### src/rtl/ascii_case_pkg.sv
// Shared constants for the streaming ASCII case converter.
// Mode encodings, letter bounds and the case bit.
package ascii_case_pkg;

  localparam logic [1:0] MODE_PASS   = 2'b00;
  localparam logic [1:0] MODE_UPPER  = 2'b01;
  localparam logic [1:0] MODE_LOWER  = 2'b10;
  localparam logic [1:0] MODE_TOGGLE = 2'b11;

  localparam logic [7:0] UPPER_LO = 8'h41;
  localparam logic [7:0] UPPER_HI = 8'h5A;
  localparam logic [7:0] LOWER_LO = 8'h61;
  localparam logic [7:0] LOWER_HI = 8'h7A;

  localparam int CASE_BIT = 5;

  function automatic logic in_range(
    input logic [7:0] b,
    input logic [7:0] lo,
    input logic [7:0] hi
  );
    return (b >= lo) && (b <= hi);
  endfunction

endpackage

### src/rtl/ascii_case_stream_if.sv
// Valid/ready byte-beat bundle for the case converter.
// Mode rides with the beat so downstream sees what was applied.
interface ascii_case_stream_if #(
  parameter int LANES = 4
);
  logic                 valid;
  logic                 ready;
  logic [8*LANES-1:0]   data;
  logic [LANES-1:0]     keep;
  logic [1:0]           mode;

  modport master (
    output valid, data, keep, mode,
    input  ready
  );

  modport slave (
    input  valid, data, keep, mode,
    output ready
  );
endinterface

### src/rtl/ascii_case_lane.sv
// One byte lane of the case converter, purely combinational.
// Only the case bit can flip, and only for letters on kept lanes.
module ascii_case_lane
  import ascii_case_pkg::*;
(
  input  logic [7:0] byte_i,
  input  logic [1:0] mode_i,
  input  logic       keep_i,
  output logic [7:0] byte_o,
  output logic       changed_o
);

  logic is_up;
  logic is_lo;
  logic flip;

  always_comb begin
    is_up = in_range(byte_i, UPPER_LO, UPPER_HI);
    is_lo = in_range(byte_i, LOWER_LO, LOWER_HI);
    flip  = 1'b0;
    unique case (1'b1)
      (mode_i == MODE_UPPER):  flip = is_lo;
      (mode_i == MODE_LOWER):  flip = is_up;
      (mode_i == MODE_TOGGLE): flip = is_up | is_lo;
      default:                 flip = 1'b0;
    endcase
    flip = flip & keep_i;
    byte_o = byte_i;
    byte_o[CASE_BIT] = byte_i[CASE_BIT] ^ flip;
    changed_o = flip;
  end

endmodule

### src/rtl/ascii_case_stream.sv
// Multi-lane ASCII case converter with registered output,
// one-entry skid buffer and saturating converted-byte counter.
module ascii_case_stream
  import ascii_case_pkg::*;
#(
  parameter int LANES = 4,
  parameter int CNT_W = 32
) (
  input  logic             clk,
  input  logic             rst_n,
  ascii_case_stream_if.slave  in_if,
  ascii_case_stream_if.master out_if,
  input  logic             cnt_clr,
  output logic [CNT_W-1:0] conv_cnt
);

  localparam int DATA_W = 8 * LANES;
  localparam int POP_W  = $clog2(LANES + 1);

  logic [DATA_W-1:0] conv_data;
  logic [LANES-1:0]  conv_chg;
  logic [POP_W-1:0]  conv_pop;

  for (genvar i = 0; i < LANES; i++) begin : g_lane
    ascii_case_lane u_lane (
      .byte_i    (in_if.data[8*i +: 8]),
      .mode_i    (in_if.mode),
      .keep_i    (in_if.keep[i]),
      .byte_o    (conv_data[8*i +: 8]),
      .changed_o (conv_chg[i])
    );
  end

  always_comb begin
    conv_pop = '0;
    for (int i = 0; i < LANES; i++) begin
      conv_pop = conv_pop + POP_W'(conv_chg[i]);
    end
  end

  logic              out_valid_q, out_valid_d;
  logic [DATA_W-1:0] out_data_q,  out_data_d;
  logic [LANES-1:0]  out_keep_q,  out_keep_d;
  logic [1:0]        out_mode_q,  out_mode_d;
  logic [POP_W-1:0]  out_pop_q,   out_pop_d;

  logic              skid_valid_q, skid_valid_d;
  logic [DATA_W-1:0] skid_data_q,  skid_data_d;
  logic [LANES-1:0]  skid_keep_q,  skid_keep_d;
  logic [1:0]        skid_mode_q,  skid_mode_d;
  logic [POP_W-1:0]  skid_pop_q,   skid_pop_d;

  logic              in_ready_q, in_ready_d;
  logic [CNT_W-1:0]  cnt_q, cnt_d;

  logic              in_fire;
  logic              out_fire;
  logic              out_free;
  logic [CNT_W:0]    cnt_sum;

  always_comb begin
    in_fire  = in_if.valid & in_ready_q;
    out_fire = out_valid_q & out_if.ready;
    out_free = ~out_valid_q | out_if.ready;

    out_valid_d  = out_valid_q;
    out_data_d   = out_data_q;
    out_keep_d   = out_keep_q;
    out_mode_d   = out_mode_q;
    out_pop_d    = out_pop_q;
    skid_valid_d = skid_valid_q;
    skid_data_d  = skid_data_q;
    skid_keep_d  = skid_keep_q;
    skid_mode_d  = skid_mode_q;
    skid_pop_d   = skid_pop_q;

    // in_ready is low whenever the skid is full,
    // so draining the skid never races a new beat.
    if (out_free) begin
      if (skid_valid_q) begin
        out_valid_d  = 1'b1;
        out_data_d   = skid_data_q;
        out_keep_d   = skid_keep_q;
        out_mode_d   = skid_mode_q;
        out_pop_d    = skid_pop_q;
        skid_valid_d = 1'b0;
      end else if (in_fire) begin
        out_valid_d = 1'b1;
        out_data_d  = conv_data;
        out_keep_d  = in_if.keep;
        out_mode_d  = in_if.mode;
        out_pop_d   = conv_pop;
      end else begin
        out_valid_d = 1'b0;
      end
    end else if (in_fire) begin
      skid_valid_d = 1'b1;
      skid_data_d  = conv_data;
      skid_keep_d  = in_if.keep;
      skid_mode_d  = in_if.mode;
      skid_pop_d   = conv_pop;
    end

    in_ready_d = ~skid_valid_d;

    cnt_sum = {1'b0, cnt_q} + (CNT_W+1)'(out_pop_q);
    cnt_d   = cnt_q;
    if (cnt_clr) begin
      cnt_d = '0;
    end else if (out_fire) begin
      cnt_d = cnt_sum[CNT_W] ? '1 : cnt_sum[CNT_W-1:0];
    end
  end

  always_ff @(posedge clk or negedge rst_n) begin
    if (!rst_n) begin
      out_valid_q  <= 1'b0;
      out_data_q   <= '0;
      out_keep_q   <= '0;
      out_mode_q   <= MODE_PASS;
      out_pop_q    <= '0;
      skid_valid_q <= 1'b0;
      skid_data_q  <= '0;
      skid_keep_q  <= '0;
      skid_mode_q  <= MODE_PASS;
      skid_pop_q   <= '0;
      in_ready_q   <= 1'b0;
      cnt_q        <= '0;
    end else begin
      out_valid_q  <= out_valid_d;
      out_data_q   <= out_data_d;
      out_keep_q   <= out_keep_d;
      out_mode_q   <= out_mode_d;
      out_pop_q    <= out_pop_d;
      skid_valid_q <= skid_valid_d;
      skid_data_q  <= skid_data_d;
      skid_keep_q  <= skid_keep_d;
      skid_mode_q  <= skid_mode_d;
      skid_pop_q   <= skid_pop_d;
      in_ready_q   <= in_ready_d;
      cnt_q        <= cnt_d;
    end
  end

  assign in_if.ready  = in_ready_q;
  assign out_if.valid = out_valid_q;
  assign out_if.data  = out_data_q;
  assign out_if.keep  = out_keep_q;
  assign out_if.mode  = out_mode_q;
  assign conv_cnt     = cnt_q;

endmodule

### src/flat_wrapper.sv
// flat-port wrapper written by rule: the top's interface ports become plain ports
module ascii_case_stream_flat import ascii_case_pkg::*;
#(
  parameter int LANES = 4,
  parameter int CNT_W = 32
)
  (clk, rst_n, cnt_clr, conv_cnt, in_if_valid, in_if_data, in_if_keep, in_if_mode, in_if_ready, out_if_valid, out_if_data, out_if_keep, out_if_mode, out_if_ready);
  ascii_case_stream_if #(.LANES(LANES)) in_if_i ();
  ascii_case_stream_if #(.LANES(LANES)) out_if_i ();
  input  logic clk;
  input  logic rst_n;
  input  logic cnt_clr;
  output logic [CNT_W-1:0] conv_cnt;
  input wire logic [$bits(in_if_i.valid)-1:0] in_if_valid;
  input wire logic [$bits(in_if_i.data)-1:0] in_if_data;
  input wire logic [$bits(in_if_i.keep)-1:0] in_if_keep;
  input wire logic [$bits(in_if_i.mode)-1:0] in_if_mode;
  output wire logic [$bits(in_if_i.ready)-1:0] in_if_ready;
  output wire logic [$bits(out_if_i.valid)-1:0] out_if_valid;
  output wire logic [$bits(out_if_i.data)-1:0] out_if_data;
  output wire logic [$bits(out_if_i.keep)-1:0] out_if_keep;
  output wire logic [$bits(out_if_i.mode)-1:0] out_if_mode;
  input wire logic [$bits(out_if_i.ready)-1:0] out_if_ready;
  assign in_if_i.valid = in_if_valid;
  assign in_if_i.data = in_if_data;
  assign in_if_i.keep = in_if_keep;
  assign in_if_i.mode = in_if_mode;
  assign in_if_ready = in_if_i.ready;
  assign out_if_valid = out_if_i.valid;
  assign out_if_data = out_if_i.data;
  assign out_if_keep = out_if_i.keep;
  assign out_if_mode = out_if_i.mode;
  assign out_if_i.ready = out_if_ready;
  ascii_case_stream #(.LANES(LANES), .CNT_W(CNT_W)) u_core (.clk(clk), .rst_n(rst_n), .in_if(in_if_i), .out_if(out_if_i), .cnt_clr(cnt_clr), .conv_cnt(conv_cnt));
endmodule
### config.mk
export PLATFORM = sky130hd
export DESIGN_NAME = ascii_case_stream_flat
export DESIGN_NICKNAME = d
export VERILOG_FILES = /design/src/rtl/ascii_case_pkg.sv /design/src/rtl/ascii_case_stream_if.sv /design/src/rtl/ascii_case_lane.sv /design/src/rtl/ascii_case_stream.sv /design/src/flat_wrapper.sv
export SDC_FILE = /design/constraint.sdc
export NUM_CORES = 1
export LEC_CHECK = 0
export CAP_MARGIN = 20
export CORE_AREA = 2 2 148 150
export DETAILED_ROUTE_END_ITERATION = 16
export DIE_AREA = 0 0 150 152
export GPL_TIMING_DRIVEN = 1
export PLACE_DENSITY = 0.62
export SYNTH_ARGS = -nofsm -noshare
export SYNTH_HDL_FRONTEND = slang
export SYNTH_HIERARCHICAL = 1
export SYNTH_SLANG_ARGS = --single-unit
### constraint.sdc
create_clock -name clk -period 1.9 [get_ports clk]
set_input_delay 0.38 -clock clk [delete_from_list [all_inputs] [get_ports clk]]
set_output_delay 0.38 -clock clk [all_outputs]
set_load 0.005 [all_outputs]
; ---- After elaboration in Yosys (flattened, before gate mapping)
; Cells that the tools add are included.
; W data, S select, Z words.
[op_classes]
add_sub_neg = 4
order_cmp = 16
eq_ne = 3
n_mux = 19
n_bitwise = 18
reduce_logical = 12
[ops]
columns = operator, n
row1 = $mux W32, 5
row2 = $ge A8 B7 Y1 const B, 8
row3 = $le A8 B7 Y1 const B, 8
row4 = $add A32 B3 Y33, 1
row5 = $pmux W1 S3, 4
row6 = $logic_and A1 B1 Y1, 8
row7 = $mux W4, 2
row8 = $add A3 B1 Y3, 2
row9 = $and A1 B1 Y1, 6
row10 = $mux W3, 2
row11 = $or A1 B1 Y1, 5
row12 = $eq A2 B2 Y1 const B, 2
row13 = $mux W1, 4
row14 = $mux W2, 2
row15 = $reduce_and A2 Y1, 2
row16 = $reduce_bool A2 Y1, 2
row17 = $xor A1 B1 Y1, 4
row18 = $not A1 Y1, 3
row19 = $add A1 B1 Y2, 1
row20 = $eq A2 B1 Y1 const B, 1
[word_totals]
reg_bits = 117
input_bits = 43
out_inout_bits = 72
wordCells = 84

; ---- Longest topological paths before layout
[depth]
depth_word = 10
mapped_depth = 10
ltp_nobuf = 10

; ---- Hierarchy
; The synthesis kept the hierarchy.
[by_module_without_submodules]
columns = module, n_inst, cells_per_inst, area_per_inst_um2, seq_area_each_um2
row1 = ascii_case_stream, 1, 490, 5487.8, 2927.8
row2 = ascii_case_lane, 4, 21, 140.1, 0.0

; ---- Worst setup path after synthesis
; OpenSTA, ideal clock, no wires.
[synth_timing]
kind = input to register
startpoint = input port in_if_data[5]
endpoint = register u_core.skid_pop_q[1]
setup_ps = 125
t_arrival_ps = 2232
required_ps = 1775
setup_slack_ps = -457
stages = 9
path_buffers = 0
cell_sequence = mux2i_1 > or3_1 > nor2_1 > inv_1 > fa_1 > inv_1 > ha_1 > ha_1 > mux2_2
[synth_via]
elab_chain_cells = 8
word_cells_on_any_way = 12
cone_classes = add/sub: 3 / order compare: 4 / mux: 1 / bitwise: 2 / reduce/logical: 2
[synth_rtl]
columns = element, line_no
row1 = "start, declared", flat_wrapper.sv:15  ; input wire logic [$bits(in_if_i.data)-1:0] in_if_data;
row2 = $ge A8 B7 Y1 / $le A8 B7 Y1 (equally long branches), ascii_case_pkg.sv:22  ; return (b >= lo) && (b <= hi);
row3 = $logic_and A1 B1 Y1, ascii_case_pkg.sv:22
row4 = $or A1 B1 Y1, ascii_case_lane.sv:24  ; (mode_i == MODE_TOGGLE): flip = is_up | is_lo;
row5 = $pmux W1 S3 (*), ascii_case_lane.sv:21  ; unique case (1'b1)
row6 = $and A1 B1 Y1 (*), ascii_case_lane.sv:27  ; flip = flip & keep_i;
row7 = net u_core.conv_chg[0], ascii_case_stream.sv:21  ; logic [LANES-1:0] conv_chg;
row8 = $add A1 B1 Y2 (*), ascii_case_stream.sv:37  ; conv_pop = conv_pop + POP_W'(conv_chg[i]);
row9 = $add A3 B1 Y3 (*) (2 in a row), ascii_case_stream.sv:37
row10 = net u_core.conv_pop[1], ascii_case_stream.sv:22  ; logic [POP_W-1:0] conv_pop;
row11 = "end signal, assigned", ascii_case_stream.sv:139  ; skid_pop_q <= skid_pop_d;
row12 = "end, declared", ascii_case_stream.sv:51  ; logic [POP_W-1:0] skid_pop_q, skid_pop_d;
; The timed path passes the listed nets; every way through them passes the cells marked *.
; A chain may end at the register's enable or synchronous reset.

; ---- Final worst setup path
[layout_timing]
startpoint = input port in_if_data[29]
endpoint = register u_core.out_data_q[29] (netlist: u_core/out_if.data[29])
[layout_via]
elab_chain_cells = 8
word_cells_on_any_way = 12
cone_classes = order compare: 4 / mux: 3 / bitwise: 3 / reduce/logical: 2
[layout_rtl]
columns = element, line_no
row1 = $ge A8 B7 Y1 / $le A8 B7 Y1 (equally long branches), ascii_case_pkg.sv:22
row2 = $logic_and A1 B1 Y1, ascii_case_pkg.sv:22
row3 = $or A1 B1 Y1, ascii_case_lane.sv:24
row4 = $pmux W1 S3, ascii_case_lane.sv:21
row5 = $and A1 B1 Y1, ascii_case_lane.sv:27
row6 = $xor A1 B1 Y1 (*), ascii_case_lane.sv:29  ; byte_o[CASE_BIT] = byte_i[CASE_BIT] ^ flip;
row7 = net u_core.conv_data[29], ascii_case_stream.sv:20  ; logic [DATA_W-1:0] conv_data;
row8 = $mux W32 (*), ascii_case_stream.sv:87  ; end else if (in_fire) begin
row9 = $mux W32 (*), ascii_case_stream.sv:80  ; if (skid_valid_q) begin
row10 = "end signal, assigned", ascii_case_stream.sv:131  ; out_data_q <= out_data_d;
row11 = "end, declared", ascii_case_stream.sv:42  ; logic [DATA_W-1:0] out_data_q, out_data_d;
; The timed path passes the listed nets; every way through them passes the cells marked *. The select of a mux whose other input is x is not followed.

==> results by group <==
Pwr
  • VDD IR max: 0.000573 V
  • Leak Pwr: 3.91 nW
  • Cell Pwr Density: 917 nW/um^2

Yosys
  • Syn_area_per_cell: 10.5 sq um
  • Top FF cell, synth: dfrtp_1
  • Yosys Warn Count: 6
  • Sequential share of the synthesized area: 48.4%
  • Synth top cells by count: 117 x dfrtp_1, 72 x nor2_1, 54 x a21oi_1
  • Ranking of synthesized cells by area: dfrtp_1 48%, mux2i_1 8.3%, mux2_2 7.6%, a21oi_1 4.5%, nor2_1 4.5%
  • Cell taking the most area after synthesis: dfrtp_1
  • Synth cell types: 58
  • Most common cell in the netlist: dfrtp_1
  • Post-synth EDFFs: 0
  • Net Count, Synth: 624
  • Synth Cell Area: 6050 sq um
  • Synth top area share: 48.4%
  • Post-synthesis register bit count: 117
  • Asr flop ratio synth: 100%
  • Mapped Cells: approximately 570

Global route
  • First-pass GRT wire length: roughly 27,000 um
  • Largest net degree at the start of global routing: 65
  • Initial antenna violation count: 0
  • GRT Residual Overflow: 0
  • All-Layer GR Usage: 14.8%
  • Vias in the first global route: 5,060

Clocking
  • CTS tree: built
  • Clk slew on worst S/H paths: 0.06 ns
  • Sink Count: 117
  • H-tree lvl count: 4
  • CTS Root Cell: clkbuf_16
  • Num CTS Buffers: 17
  • CTS Buffer Depth: 2
  • Skew-Pair Late Insertion Delay: 0.40 ns

Worst setup path
  • Critical path buffer and inverter count: 8
  • Most used cell, CP: buf_4
  • CP max stage delay: 0.41 ns
  • CP max FO: 5
  • R2R Setup Slk: -0.09 ns
  • CP cell instances: buf_8, mux2i_2, buf_4, buf_4, buf_4, buf_4, buf_4, buf_4, buf_4, or4_4, o2111ai_2, mux2i_1, a21oi_1
  • CP arrival: ~2.4 ns
  • Critical path class: input port to flip-flop
  • Slowest-stage cell, CP: or4_4
  • WP data required: between 2 and 2.5 ns
  • Startpoint Class: input port
  • Kind of cell adding the most delay to the critical path: buffers and inverters
  • Setup crit end kind: flip-flop

Die
  • Row count: 54
  • Initial core utilization: ~28%
  • Die area: 22,800 sq um
  • Die width: 150 um
  • DIE HEIGHT: 152 um
  • I/O pins: about 120
  • Core area: 21,400 sq um

Cells and area
  • Area Overhead vs Synth: 53.0%
  • Fin cells: 1,058
  • Fill cells: 2,039
  • Total Nets Final: 816
  • Diodes inserted: 0
  • Layout cells sized above 1: 37.3%
  • Final non-filler cell area: 9250 sq um

Timing
  • RSZ-0062 raised after global routing: true
  • Tcrit/Tclk final: 108%
  • Fin crit period: 2.05 ns
  • Worst clock skew: 0.00826 ns
  • Worst Max-Slew Pin Slew: 0.610 ns
  • Final hold vios: 0
  • Final Setup Violations: 21
  • Setup TNS: -1.06 ns
  • Final Max Slew Viols: 0
  • Max transition margin: between 50% and 60%
  • Hold WS: 0.247 ns
  • Post-route worst setup slack: -0.151 ns
  • Achievable frequency: 488 MHz

Route
  • Vias/cell: around 5
  • DRT antenna net count: 0
  • DRC: 0
  • Total number of vias: 5,144
  • Drt wl/cell: 16.1 um
  • WL final: 17,100 um
  • Iter 0 DRT Violations: approximately 230
  • TritonRoute pass-1 iters: 4

Placed design
  • Placed cells: between 1,000 and 1,500
  • Count of port buffers added during placement: 114
  • Placed instance area: 8030 sq um
  • Routability congestion estimate: 0.769
  • Hpwl dp: 11,500 um

Run status
  • Failing checks: negative setup slack
  • Status: finished with violations

Flow run
  • Number of max-cap violations: 0

Min path
  • HP Class: input port to flip-flop
routing by layer:
layer / share of wire, % / wire (um) / track usage [%]
met1: 46 / 7800 / 19.7
met2: 48 / 8240 / 24.0
met3: 5.0 / 859 / 4.23
met4: 0.98 / 167 / 3.19
met5: 0 / 0 / 0
cell type report:
type,count,area [sq um],area share [%]
clock buffers,23,488,5.27
flip-flops and latches,117,2930,31.7
clock inverters,8,98.8,1.07
repair buffers,230,2080,22.5
inverters,7,26.3,0.284
well taps,280,350,3.79
multi-input cells,393,3270,35.4
per-stage QoR:
stage	setup WS, ns	power, mW	utilization, %
finish	-0.151	8.48	43.3
global route	-0.225	8.96	43.3
CTS	-0.157	8.53	41.4
detailed placement	-1.21	5.21	37.6
global placement	-1.13	5.16	37.6
floorplan	-0.427	4.16	-
flip-flops by register name, summed over array words and instances (netlist names), 3 cells and up:
| register | count |
|---|---|
| u_core/conv_cnt | 32 |
| u_core/out_if.data | 32 |
| u_core/skid_data_q | 32 |
| u_core/out_if.keep | 4 |
| u_core/skid_keep_q | 4 |
| u_core/out_pop_q | 3 |
| u_core/skid_pop_q | 3 |
what timing repair did:
item	4_1_cts	5_1_grt
gates resized for setup	106	71
pin swaps	23	47
hold buffers	1	0
setup buffers	9	13
endpoints found under the hold margin	13	0
setup endpoints to repair	41	41
worst reg2reg max path: cells and delay by family, from the launching register on:
family,cells,cell delay [ns]
AO/OA/AOI/OAI,3,0.47
flip-flops,1,0.44
AND/OR/NAND/NOR,2,0.28
buffers and inverters,2,0.31
adder cells (fa/ha/maj),1,0.38
cells by family (layout without fill, tap and decap cells):
group | Yosys count | count (layout) | share of synthesized area (%)
and+or+nand+nor | 187 | 187 | 16.5
adders and majority gates | 7 | 7 | 1.70
muxes | 91 | 91 | 15.9
DFF | 117 | 117 | 48.4
xor gates and xnor gates | 1 | 1 | 0.145
buffers and inverters | 64 | 268 | 6.06
AOI/OAI and AO/OA | 107 | 107 | 11.3
path summary, 6_finish.rpt:
| kind | from | end | cells after the start |
|---|---|---|---|
| worst max-delay path | in_if_data[29] | u_core/out_if.data[29] | 13 |
| worst min-delay path | in_if_mode[1] | u_core/skid_mode_q[1] | 2 |
| worst max register to register | u_core/out_pop_q[1] | u_core/conv_cnt[3] | 8 |
| worst min register to register | u_core/skid_data_q[2] | u_core/skid_data_q[2] | 1 |
| max in group asynchronous | rst_n | u_core/out_pop_q[1] | 3 |
| min in group asynchronous | rst_n | u_core/conv_cnt[16] | 2 |
report_power, final:
group	leakage, nW	internal (mW)	total, mW	switching, mW
registers	1.42	3.00	3.29	0.290
logic	2.21	1.17	2.00	0.827
clock network	0.285	2.06	3.19	1.13
total	3.91	6.23	8.48	2.25
cell usage in the layout, fill, tap and decap left out, types with 5 or more instances in the layout:
| cell | netlist | routed |
|---|---|---|
| clkdlybuf4s50_1 | 0 | 84 |
| a21oi_1 | 54 | 48 |
| mux2_2 | 41 | 38 |
| clkbuf_16 | 0 | 17 |
| mux2i_1 | 50 | 48 |
| buf_4 | 31 | 100 |
| dfrtp_1 | 117 | 113 |
| buf_12 | 0 | 6 |
| a31oi_4 | 0 | 7 |
| nand3_1 | 14 | 11 |
| dlygate4sd2_1 | 0 | 15 |
| a211oi_2 | 2 | 7 |
| a31oi_1 | 13 | 6 |
| nor3_1 | 19 | 7 |
| nand2_1 | 23 | 18 |
| ha_4 | 0 | 5 |
| nor3_2 | 1 | 10 |
| nor2_1 | 72 | 68 |
| and3_1 | 8 | 5 |
| a21oi_2 | 0 | 5 |
| inv_1 | 7 | 5 |
| buf_6 | 1 | 14 |
Power figures use the tool's default switching activity.
